[src/rtl/kamacore_stage_decode.sv]
// Instruction decode stage: opcode decode, register file read with writeback bypass,
// load-use hazard detection and the ID/EX pipeline register.
module kamacore_stage_decode #(
    parameter int unsigned DATA_W = 32,
    parameter int unsigned ADDR_W = 32,
    parameter int unsigned NREGS  = 16
) (
    input  logic              clk,
    input  logic              rst,
    input  logic [DATA_W-1:0] instr_i,
    input  logic              valid_i,
    input  logic [ADDR_W-1:0] pc_i,
    input  logic              flush_i,
    input  logic              wb_we_i,
    input  logic [3:0]        wb_rd_i,
    input  logic [DATA_W-1:0] wb_data_i,
    output logic              stall_o,
    output logic              ex_valid_o,
    output logic [3:0]        ex_op_o,
    output logic [3:0]        ex_rd_o,
    output logic [DATA_W-1:0] ex_rs1_val_o,
    output logic [DATA_W-1:0] ex_rs2_val_o,
    output logic [DATA_W-1:0] ex_imm_o,
    output logic [ADDR_W-1:0] ex_pc_o,
    output logic              illegal_o
);

    localparam int unsigned OP_W   = 4;
    localparam int unsigned REG_AW = 4;
    localparam int unsigned IMM_W  = 16;

    typedef enum logic [OP_W-1:0] {
        OP_NOP   = 4'd0,
        OP_ADD   = 4'd1,
        OP_SUB   = 4'd2,
        OP_ADDI  = 4'd3,
        OP_LOAD  = 4'd4,
        OP_STORE = 4'd5,
        OP_BEQ   = 4'd6,
        OP_JMP   = 4'd7
    } op_e;

    typedef struct packed {
        logic              valid;
        logic [OP_W-1:0]   op;
        logic [REG_AW-1:0] rd;
        logic [DATA_W-1:0] rs1_val;
        logic [DATA_W-1:0] rs2_val;
        logic [DATA_W-1:0] imm;
        logic [ADDR_W-1:0] pc;
        logic              illegal;
    } idex_t;

    // Instruction field extraction
    logic [OP_W-1:0]   op_raw;
    logic [REG_AW-1:0] rd_f;
    logic [REG_AW-1:0] rs1_f;
    logic [REG_AW-1:0] rs2_f;
    logic [IMM_W-1:0]  imm_f;

    assign op_raw = instr_i[DATA_W-1 -: OP_W];
    assign rd_f   = instr_i[DATA_W-OP_W-1 -: REG_AW];
    assign rs1_f  = instr_i[DATA_W-OP_W-REG_AW-1 -: REG_AW];
    assign rs2_f  = instr_i[DATA_W-OP_W-2*REG_AW-1 -: REG_AW];
    assign imm_f  = instr_i[IMM_W-1:0];

    // Opcode decode; opcodes with the top bit set are illegal and issue as NOP
    logic            legal;
    logic [OP_W-1:0] op_dec;
    logic            writes_rd;
    logic            rs1_used;
    logic            rs2_used;

    assign legal  = ~op_raw[OP_W-1];
    assign op_dec = legal ? op_raw : OP_W'(OP_NOP);

    always_comb begin
        writes_rd = 1'b0;
        rs1_used  = 1'b0;
        rs2_used  = 1'b0;
        case (op_e'(op_dec))
            OP_ADD, OP_SUB: begin
                writes_rd = 1'b1;
                rs1_used  = 1'b1;
                rs2_used  = 1'b1;
            end
            OP_ADDI, OP_LOAD: begin
                writes_rd = 1'b1;
                rs1_used  = 1'b1;
            end
            OP_STORE, OP_BEQ: begin
                rs1_used  = 1'b1;
                rs2_used  = 1'b1;
            end
            default: begin
                writes_rd = 1'b0;
            end
        endcase
    end

    // Register file; not reset, r0 is never written
    logic [DATA_W-1:0] rf [NREGS];

    always_ff @(posedge clk) begin
        if (wb_we_i && (wb_rd_i != '0)) begin
            rf[wb_rd_i] <= wb_data_i;
        end
    end

    // Read with same-cycle writeback bypass so decode sees the value being retired
    logic [DATA_W-1:0] rs1_val;
    logic [DATA_W-1:0] rs2_val;

    always_comb begin
        rs1_val = '0;
        rs2_val = '0;
        if (rs1_f != '0) begin
            rs1_val = (wb_we_i && (wb_rd_i == rs1_f)) ? wb_data_i : rf[rs1_f];
        end
        if (rs2_f != '0) begin
            rs2_val = (wb_we_i && (wb_rd_i == rs2_f)) ? wb_data_i : rf[rs2_f];
        end
    end

    // Load-use hazard against the instruction currently in ID/EX
    idex_t idex_q;
    logic  hazard_src;

    assign hazard_src = (rs1_used && (rs1_f == idex_q.rd))
                      || (rs2_used && (rs2_f == idex_q.rd));
    assign stall_o    = valid_i && !flush_i && idex_q.valid
                      && (idex_q.op == OP_W'(OP_LOAD)) && (idex_q.rd != '0) && hazard_src;

    // Next ID/EX contents; flush, stall and invalid input all insert a bubble
    idex_t idex_d;

    always_comb begin
        idex_d = '0;
        if (valid_i && !flush_i && !stall_o) begin
            idex_d.valid   = 1'b1;
            idex_d.op      = op_dec;
            idex_d.rd      = writes_rd ? rd_f : '0;
            idex_d.rs1_val = rs1_val;
            idex_d.rs2_val = rs2_val;
            idex_d.imm     = {{(DATA_W-IMM_W){imm_f[IMM_W-1]}}, imm_f};
            idex_d.pc      = pc_i;
            idex_d.illegal = ~legal;
        end
    end

    always_ff @(posedge clk) begin
        if (!rst) begin
            idex_q <= '0;
        end else begin
            idex_q <= idex_d;
        end
    end

    assign ex_valid_o   = idex_q.valid;
    assign ex_op_o      = idex_q.op;
    assign ex_rd_o      = idex_q.rd;
    assign ex_rs1_val_o = idex_q.rs1_val;
    assign ex_rs2_val_o = idex_q.rs2_val;
    assign ex_imm_o     = idex_q.imm;
    assign ex_pc_o      = idex_q.pc;
    assign illegal_o    = idex_q.illegal;

endmodule

[config.mk]
export PLATFORM = sky130hd
export DESIGN_NAME = kamacore_stage_decode
export DESIGN_NICKNAME = d
export VERILOG_FILES = /design/src/rtl/kamacore_stage_decode.sv
export SDC_FILE = /design/constraint.sdc
export NUM_CORES = 1
export LEC_CHECK = 0
export CAP_MARGIN = 15
export CORE_MARGIN = 2
export CORE_UTILIZATION = 55
export CTS_BUF_LIST = sky130_fd_sc_hd__clkbuf_4
export CTS_CLUSTER_DIAMETER = 30
export DETAILED_ROUTE_END_ITERATION = 10
export PLACE_DENSITY = 0.76
export RECOVER_POWER = 50
export SYNTH_ARGS = -nofsm -noshare
export SYNTH_HDL_FRONTEND = slang
export SYNTH_SLANG_ARGS = --single-unit
[constraint.sdc]
create_clock -name clk -period 5.68 [get_ports clk]
set_input_delay 0.852 -clock clk [delete_from_list [all_inputs] [get_ports clk]]
set_output_delay 0.852 -clock clk [all_outputs]
set_load 0.02 [all_outputs]
==> results of run 1 <==
-- cells by family after synthesis --
logic type      count (synthesis)  share of synthesized area
flops                         633                     0.6336
mux                           384                     0.2237
simple gates                  298                    0.05795
compound gates                156                    0.04873
buf+inv                       149                    0.03060
xor+xnor                       17                   0.005301
other cells                     1                  0.0001335
-- through the flow --
step	hold slack, ns	setup WS [ns]
final	0.3825	1.399
after global routing	0.3383	1.224
after CTS	0.3070	1.444
after detailed placement	0.8510	1.454
after global placement	0.8429	1.453
after floorplan	0.7958	1.813
-- area by class of cell --
cell class,count,area (um^2),share of cell area
repair buffers,287,2770,0.08302
well taps,672,840.8,0.02520
flip-flops and latches,633,17800,0.5334
diodes,7,17.52,0.0005250
clock buffers,251,1884,0.05647
multi-input cells,888,9646,0.2891
clock inverters,53,410.4,0.01230
-- flip-flops by register name (all words and copies together) (netlist names) --
| register | flops |
|---|---|
| ex_rs1_val_o | 32 |
| ex_rd_o | 4 |
| ex_valid_o | 1 |
| ex_op_o | 3 |
| illegal_o | 1 |
| ex_pc_o | 32 |
| ex_rs2_val_o | 32 |
| rf | 512 |
| ex_imm_o | 16 |
-- how the worst max path moves through the flow --
stage | from | end | slack [ns] | cells after the start
2_1_floorplan | wb_we_i | rf[4][0]$_DFFE_PP_ | 1.81 | 3
3_3_place_gp | instr_i[31] | stall_o | 1.45 | 6
3_5_place_dp | instr_i[31] | stall_o | 1.45 | 6
4_1_cts | instr_i[31] | stall_o | 1.44 | 6
5_1_grt | instr_i[31] | stall_o | 1.22 | 6
6_report | instr_i[31] | stall_o | 1.40 | 6
-- routing by layer --
layer	vias up	wire length, um
met2	1138	36550
met5	-	39
li1	7468	-
met4	6	2432
met1	8916	28020
met3	186	7938
-- placed cells by master, fill, tap and decap left out, types with 15 or more instances in the layout --
cell             count
a2111oi_2           15
a22oi_1             41
and2_1              50
buf_4               41
clkbuf_4           251
clkdlybuf4s50_1    200
clkinv_1            34
conb_1              33
dfxtp_1            121
dlygate4sd3_1       34
edfxtp_1           512
mux2_2              19
mux2i_1            173
mux4_2             188
nand2b_1            23
nand3_1             15
nor2_1              80
nor2b_1             23
nor4_1              66
o211a_1             36
o211ai_1            23
o22ai_1             19
-- report_power, final --
group	internal, mW	leakage [nW]	switching, mW	total [mW]
registers	5.13	5.63	0.0522	5.18
clock network	2.34	1.34	1.87	4.21
logic	0.432	4.64	0.498	0.930
total	7.90	11.6	2.42	10.3
==> run metrics, run 1 <==
worst-case vdd ir drop=between 0.2 and 0.25 mV; gr ovfl total=0; Slowest-stage cell, CP=clkdlybuf4s50_1; first drt pass iteration count=5; final setup fails=0; delay-heaviest family, CP=simple AND/OR/NAND/NOR gates; dpl cell area=31110 um^2; first-pass GRT wire length=around 110000 um; clock tree root driver cell=clkbuf_4; clock tree buffer depth=3; initial core utilization=0.5588; post-synth top area cell=edfxtp_1; via count=about 18000; busiest grt layer=met2; Worst Path Arrival=3.43 ns; reg2reg end=ex_rs1_val_o[20]$_SDFF_PN0_; Routed Antenna Nets=0; Critical Path Fanout Max=10; sequential area share after synthesis=0.6336; Synth Instances=between 1500 and 2000; DRT Wirelength=74980 um; final net count=2080; Chip Height=230.0 um; Post-Syn Area=28090 um^2; Detail Placement HPWL=between 40000 and 50000 um; CTS resizes=0; PortBufs=roughly 240; total power=10.32 mW; leakage=~12 nW; Crit. End Element=primary output; post-synth cell types=44; # IOs=between 200 and 250; GPL Wtd Cong=between 0.7 and 0.8; Synth Flop Type=edfxtp_1; DIE AREA=52900 um^2; DRC viols=0; clock slew seen by the registers of the worst setup and hold paths=0.07 ns; Placed Cells incl. Taps=between 2000 and 2500; EDFF count, synth=between 500 and 600; clk_skew=a little over 0.05 ns; TNS Setup=0 ns; Final Non-Filler Cells=between 2000 and 3000; H-tree levels=4; DR iter-0 viols=roughly 1700; DR vias/cell=6.347; fin crit period=roughly 4.3 ns; pin count of the biggest net entering global routing=about 110; most numerous cell in the Yosys netlist=edfxtp_1; max-cap check violation count=6; Slew @ Worst Pin=2.814 ns; Worst-Skew Late Latency=between 1 and 1.5 ns; met3 Usage GRT=0.08792; Fin. Hold Viols=0; TritonCTS buffer count=165; Final Instance Area=between 30000 and 40000 um^2; reg2reg start=ex_op_o[1]$_SDFF_PN0_; final core utilization=0.6637; FILL cells=3449; hold path depth=2; antenna violations before repair=5; flops & latches, synth=~630; Hold Path Sink=ex_pc_o[2]$_SDFF_PN0_; area grow syn2layout=18.78%; Rel. slew slack=-0.8757; fraction of layout cells with a size suffix above 1=0.2637; Cell Pwr Density=roughly 300 nW/um^2; Max stage delay on crit path=0.67 ns; worst-case reg-to-reg path depth=7; total track usage=0.2879; RSZ-0062 raised after global routing=false; hold path start=pc_i[2]; global routing usage on met1=0.3653; CTS tree=built; final worst path period share=0.7537; reg2reg setup slack=2.81 ns; vias in the first global route=18208; Worst Path Buf+Inv=2; Crit path top cell by count=clkdlybuf4s50_1; share of the synthesized area in the top cell type=0.5473; Avg Synthesized Cell Area=17.15 um^2; Worst EP required=slightly below 5 ns; ys async rst share=0; # hold bufs at CTS=0; failing checks=max-capacitance violations, max-slew violations; Max Slew Vio Count=between 100 and 150; WL/cell=between 20 and 30 um; Core Box Area=approximately 50000 um^2; HP Class=in -> reg; critical path type=in -> out; Synth Warn #=0; status=complete, but fails checks; Die Width=230.0 um; Setup crit start kind=input pin; fmax=between 200 and 250 MHz; Synth top cells by count=512 x edfxtp_1, 188 x mux4_2, 173 x mux2i_1; Global Route met2 Usage=0.4613; CTS sink count=between 600 and 700; top cells by area, synth=edfxtp_1 55%, mux4_2 15%, dfxtp_1 8.6%; row count=a little over 80; CP cell instances=clkdlybuf4s50_1 -> nor4b_1 -> nand3_1 -> nor4_1 -> and2_2 -> clkdlybuf4s50_1; # Post-CTS Setup Buffers=0
Note: power is estimated with default switching activity, not from simulation.
==> run 2, diff against run 1 <==
--- a/config.mk
+++ b/config.mk
@@ -7,11 +7,11 @@
 export LEC_CHECK = 0
 export CAP_MARGIN = 15
 export CORE_MARGIN = 2
-export CORE_UTILIZATION = 55
+export CORE_UTILIZATION = 54
 export CTS_BUF_LIST = sky130_fd_sc_hd__clkbuf_4
 export CTS_CLUSTER_DIAMETER = 30
 export DETAILED_ROUTE_END_ITERATION = 10
-export PLACE_DENSITY = 0.76
+export PLACE_DENSITY = 0.78
 export RECOVER_POWER = 50
 export SYNTH_ARGS = -nofsm -noshare
 export SYNTH_HDL_FRONTEND = slang
==> constraint.sdc (replaced) <==
create_clock -name clk -period 3.9 [get_ports clk]
set_input_delay 0.585 -clock clk [delete_from_list [all_inputs] [get_ports clk]]
set_output_delay 0.585 -clock clk [all_outputs]
set_load 0.02 [all_outputs]
==> run metrics, run 2 (synthesized netlist as in run 1, its figures left out) <==
Core Box Area=slightly above 50000 um^2; fmax=roughly 280 MHz; worst-case vdd ir drop=around 0.29 mV; via count=between 15000 and 20000; row count=between 80 and 90; DRT Wirelength=about 76000 um; CTS tree=built; area grow syn2layout=18.77%; first drt pass iteration count=6; clock tree root driver cell=clkbuf_4; Cell Pwr Density=approximately 440 nW/um^2; Setup crit start kind=register; DRC viols=0; dpl cell area=about 31000 um^2; final worst path period share=0.9078; Chip Height=232.1 um; gr ovfl total=0; Reg with most FFs=rf; Worst-Skew Late Latency=a little over 1 ns; total track usage=0.2860; antenna violations before repair=4; Final Non-Filler Cells=around 2800; pin count of the biggest net entering global routing=roughly 110; Rel. slew slack=-1.042; fraction of layout cells with a size suffix above 1=0.2619; clock slew seen by the registers of the worst setup and hold paths=0.06 ns; most common cell after layout, fill and taps aside=edfxtp_1; RSZ-0062 raised after global routing=false; Critical Path Fanout Max=2; Worst Path Arrival=between 2 and 3 ns; HP Class=in -> reg; PortBufs=between 200 and 250; Fin. Hold Viols=0; # Post-CTS Setup Buffers=0; initial core utilization=0.5465; DR vias/cell=between 6 and 7; final setup fails=0; max FFs per register=about 510; TritonCTS buffer count=~160; most frequent cells in the layout=512 x edfxtp_1, 235 x clkbuf_4, 199 x clkdlybuf4s50_1, 188 x mux4_2, 173 x mux2i_1; Slew @ Worst Pin=between 3 and 4 ns; CTS sink count=around 630; Die Width=between 200 and 250 um; H-tree levels=4; Final Instance Area=33360 um^2; leakage=11.61 nW; Routed Antenna Nets=0; TNS Setup=0 ns; Placed Cells incl. Taps=~2500; failing checks=max-capacitance violations, max-slew violations; # hold bufs at CTS=0; status=complete, but fails checks; WL/cell=roughly 27 um; GPL Wtd Cong=about 0.84; fin crit period=~3.5 ns; final net count=between 2000 and 2500; Detail Placement HPWL=~42000 um; clk_skew=~0.045 ns; Worst EP required=3.31 ns; Max Slew Vio Count=187; clock tree buffer depth=3; vias in the first global route=roughly 18000; max-cap check violation count=8; first-pass GRT wire length=111600 um; Crit. End Element=primary output; DR iter-0 viols=roughly 1700; DIE AREA=53860 um^2; final core utilization=0.6490; critical path type=reg -> out; # IOs=about 240
[run 2: repair_timing]
| item | in CTS | in global routing |
|---|---|---|
| gates resized for setup | 4 | 0 |
| setup endpoints to repair | 1 | 0 |
| endpoints found under the hold margin | 0 | 0 |
[run 2: worst max-delay path, cell delays in order, from the launching register on]
cell and delay [ns]:
dfxtp_1 0.35, nor4b_1 0.33, nand3_1 0.26, nor4_4 0.37
and2_4 0.26, dlygate4sd2_1 0.36
[run 2: worst paths after layout]
path,start,to,slack [ns],depth (start not counted)
min reg2reg,rf[3][26]$_DFFE_PP_,ex_rs2_val_o[26]$_SDFF_PN0_,0.88,4
min,instr_i[11],ex_imm_o[11]$_SDFF_PN0_,0.13,2
max reg2reg,ex_op_o[1]$_SDFF_PN0_,ex_rs1_val_o[31]$_SDFF_PN0_,1.64,6
max,ex_op_o[1]$_SDFF_PN0_,stall_o,0.36,5
[run 2: layer usage]
layer,wire length [um],share of wire,GRT usage,vias up
met4,2518,0.033,0.1252,2
met5,11,0.00015,0,-
li1,-,-,-,7432
met3,8365,0.11,0.08436,191
met1,28010,0.37,0.3640,9035
met2,36730,0.49,0.4583,1142
[run 2: cell type report]
cell class	count	area, um^2
fill	3621	18040
sequential	633	17800
multi-input combinational	888	9664
timing repair buffer	295	2962
clock buffer	235	1764
tap	680	850.8
clock inverter	57	312.8
antenna	5	12.51
[run 2: where the power goes]
| part | leakage, nW | switching [mW] | total, mW | internal, mW |
|---|---|---|---|---|
| Clock | 1.24 | 2.65 | 5.62 | 2.97 |
| Combinational | 4.73 | 0.734 | 1.37 | 0.641 |
| Sequential | 5.63 | 0.0774 | 7.55 | 7.47 |
[run 2: per-stage QoR]
| stage | setup slack [ns] | hold slack [ns] | power (mW) |
|---|---|---|---|
| floorplan | 0.2995 | 0.6607 | 8.528 |
| global placement | 0.2433 | 0.8593 | 9.025 |
| detailed placement | 0.2663 | 0.8784 | 9.067 |
| CTS | 0.2571 | 0.03613 | 14.69 |
| global route | 0.2722 | 0.06618 | 15.10 |
| finish | 0.3594 | 0.1275 | 14.55 |
==> patch: new RTL, flow settings as in run 2 <==
Make the reset (`rst`) asynchronous in one clocked block.
--- a/src/rtl/kamacore_stage_decode.sv
+++ b/src/rtl/kamacore_stage_decode.sv
@@ -148,7 +148,7 @@
         end
     end
 
-    always_ff @(posedge clk) begin
+    always_ff @(posedge clk or negedge rst) begin
         if (!rst) begin
             idex_q <= '0;
         end else begin
Function: changed (Yosys sat finds a counterexample within 4 cycles, from zero or initial values and one cycle with rst low; the reset may be asserted at any time).
==> patch against run 2 <==
The run still ends with max-capacitance violations, max-slew violations left; sequential cell count did not move; wire length rose by 0.21%; via count fell by 3.0%; register-to-register slack got worse by 0.34 ns; power rose by 2.6%; synthesized area rose by 2.4%; clock power rose by 4.6%; global-route usage fell by 0.68 points; final area rose by 1.5%; setup slack improved by 0.14 ns; sequential share of layout area rose by 0.99 points.
==> patch: results (changes against run 2) <==
Global route:
- The first-pass GRT wire length was 112 mm (about the same).
- The met3 usage in global routing was 0.0910 (was 0.0844).

STA:
- The post-route clock skew is 0.0529 ns (was 0.0448 ns).
- The max-slew violation count came to 162 (was 187).

Final layout:
- The fraction of area in clock buffers and inverters is 0.0643 (was 0.0623).
- The number of buffers other than clock buffers in the final layout came to 300 (was 295).
- The multi-input gate share of total cell area is 0.278 (was 0.290).
- The multi-input combinational cell count is 732 (was 888).
- The number of fill cells in the layout is 3561 (was 3621).
- The share of cells above drive strength 1 came to 0.298 (was 0.262).

Detailed routing:
- The average wire length per cell after detail routing was 28.6 µm (was 27.1 µm).
- The via density per instance was 6.52 (was 6.37).
- The number of optimization iterations in the first detailed-route pass came to 7 (was 6).

Synthesis:
- The part of the Yosys area used for sequential elements is 0.640 (was 0.634).
- Commonest cells post-synth: sky130_fd_sc_hd__edfxtp_1 (512), sky130_fd_sc_hd__mux4_2 (217), sky130_fd_sc_hd__dfrtp_1 (121) (was sky130_fd_sc_hd__edfxtp_1 (512), sky130_fd_sc_hd__mux4_2 (188), sky130_fd_sc_hd__mux2i_1 (173)).
- The post-synthesis compound-gate area fraction is 0.0434 (was 0.0487).
- The synthesized netlist cell count is 1472 (was 1638).

Place:
- The last weighted congestion value of the routability-driven placer is 0.780 (was 0.842).
- The pre-CTS worst setup slack is 0.604 ns (was 0.266 ns).

Critical path:
- The cell type of the slowest stage on the worst timing path is sky130_fd_sc_hd__clkbuf_1 (was sky130_fd_sc_hd__nor4_4).
- The largest stage delay on the critical path is 2.10 ns (was 0.37 ns).

Outcome:
- Failing checks: max-capacitance violations, max-slew violations (unchanged).
- Run status: finished, violations left (unchanged).

Clock tree:
- The number of buffers created by CTS is 162 (was 163).

Power:
- The maximum resistive drop on vdd was 0.000270 V (was 0.000289 V).

Worst hold path:
- The source of the worst hold timing path is pc_i[5] (was instr_i[11]).

Job:
- The number of max-cap violations was 5 (was 8).
patch: changes by cell type after synthesis, sizes merged, moves of 64 or more:
cell,delta
nor4,-64
a2111oi,+109
dfrtp,+121
dfxtp,-121
mux2i,-109
mux4,+64
patch: final timing paths:
path	depth (start not counted)	slack (ns)	endpoint
max reg2reg	8	1.30	ex_rs2_val_o[1]$_DFF_PN0_
min	2	0.16	ex_pc_o[5]$_DFF_PN0_
min in group asynchronous	2	0.80	ex_imm_o[4]$_DFF_PN0_
max in group asynchronous	3	0.65	ex_rs1_val_o[6]$_DFF_PN0_
min reg2reg	3	1.06	ex_rs2_val_o[2]$_DFF_PN0_
max	4	0.50	rf[9][29]$_DFFE_PP_
patch: timing repair:
action,CTS,global route
resized for setup,0,3
endpoints found under the hold margin,78,0
endpoints found under the setup margin,0,1
hold buffers,1,0
buffers inserted,0,0
patch: cells by family after synthesis:
family,after synthesis
other cells,1
flops,633
xor+xnor,17
mux,320
simple gates,229
buf+inv,139
compound gates,133
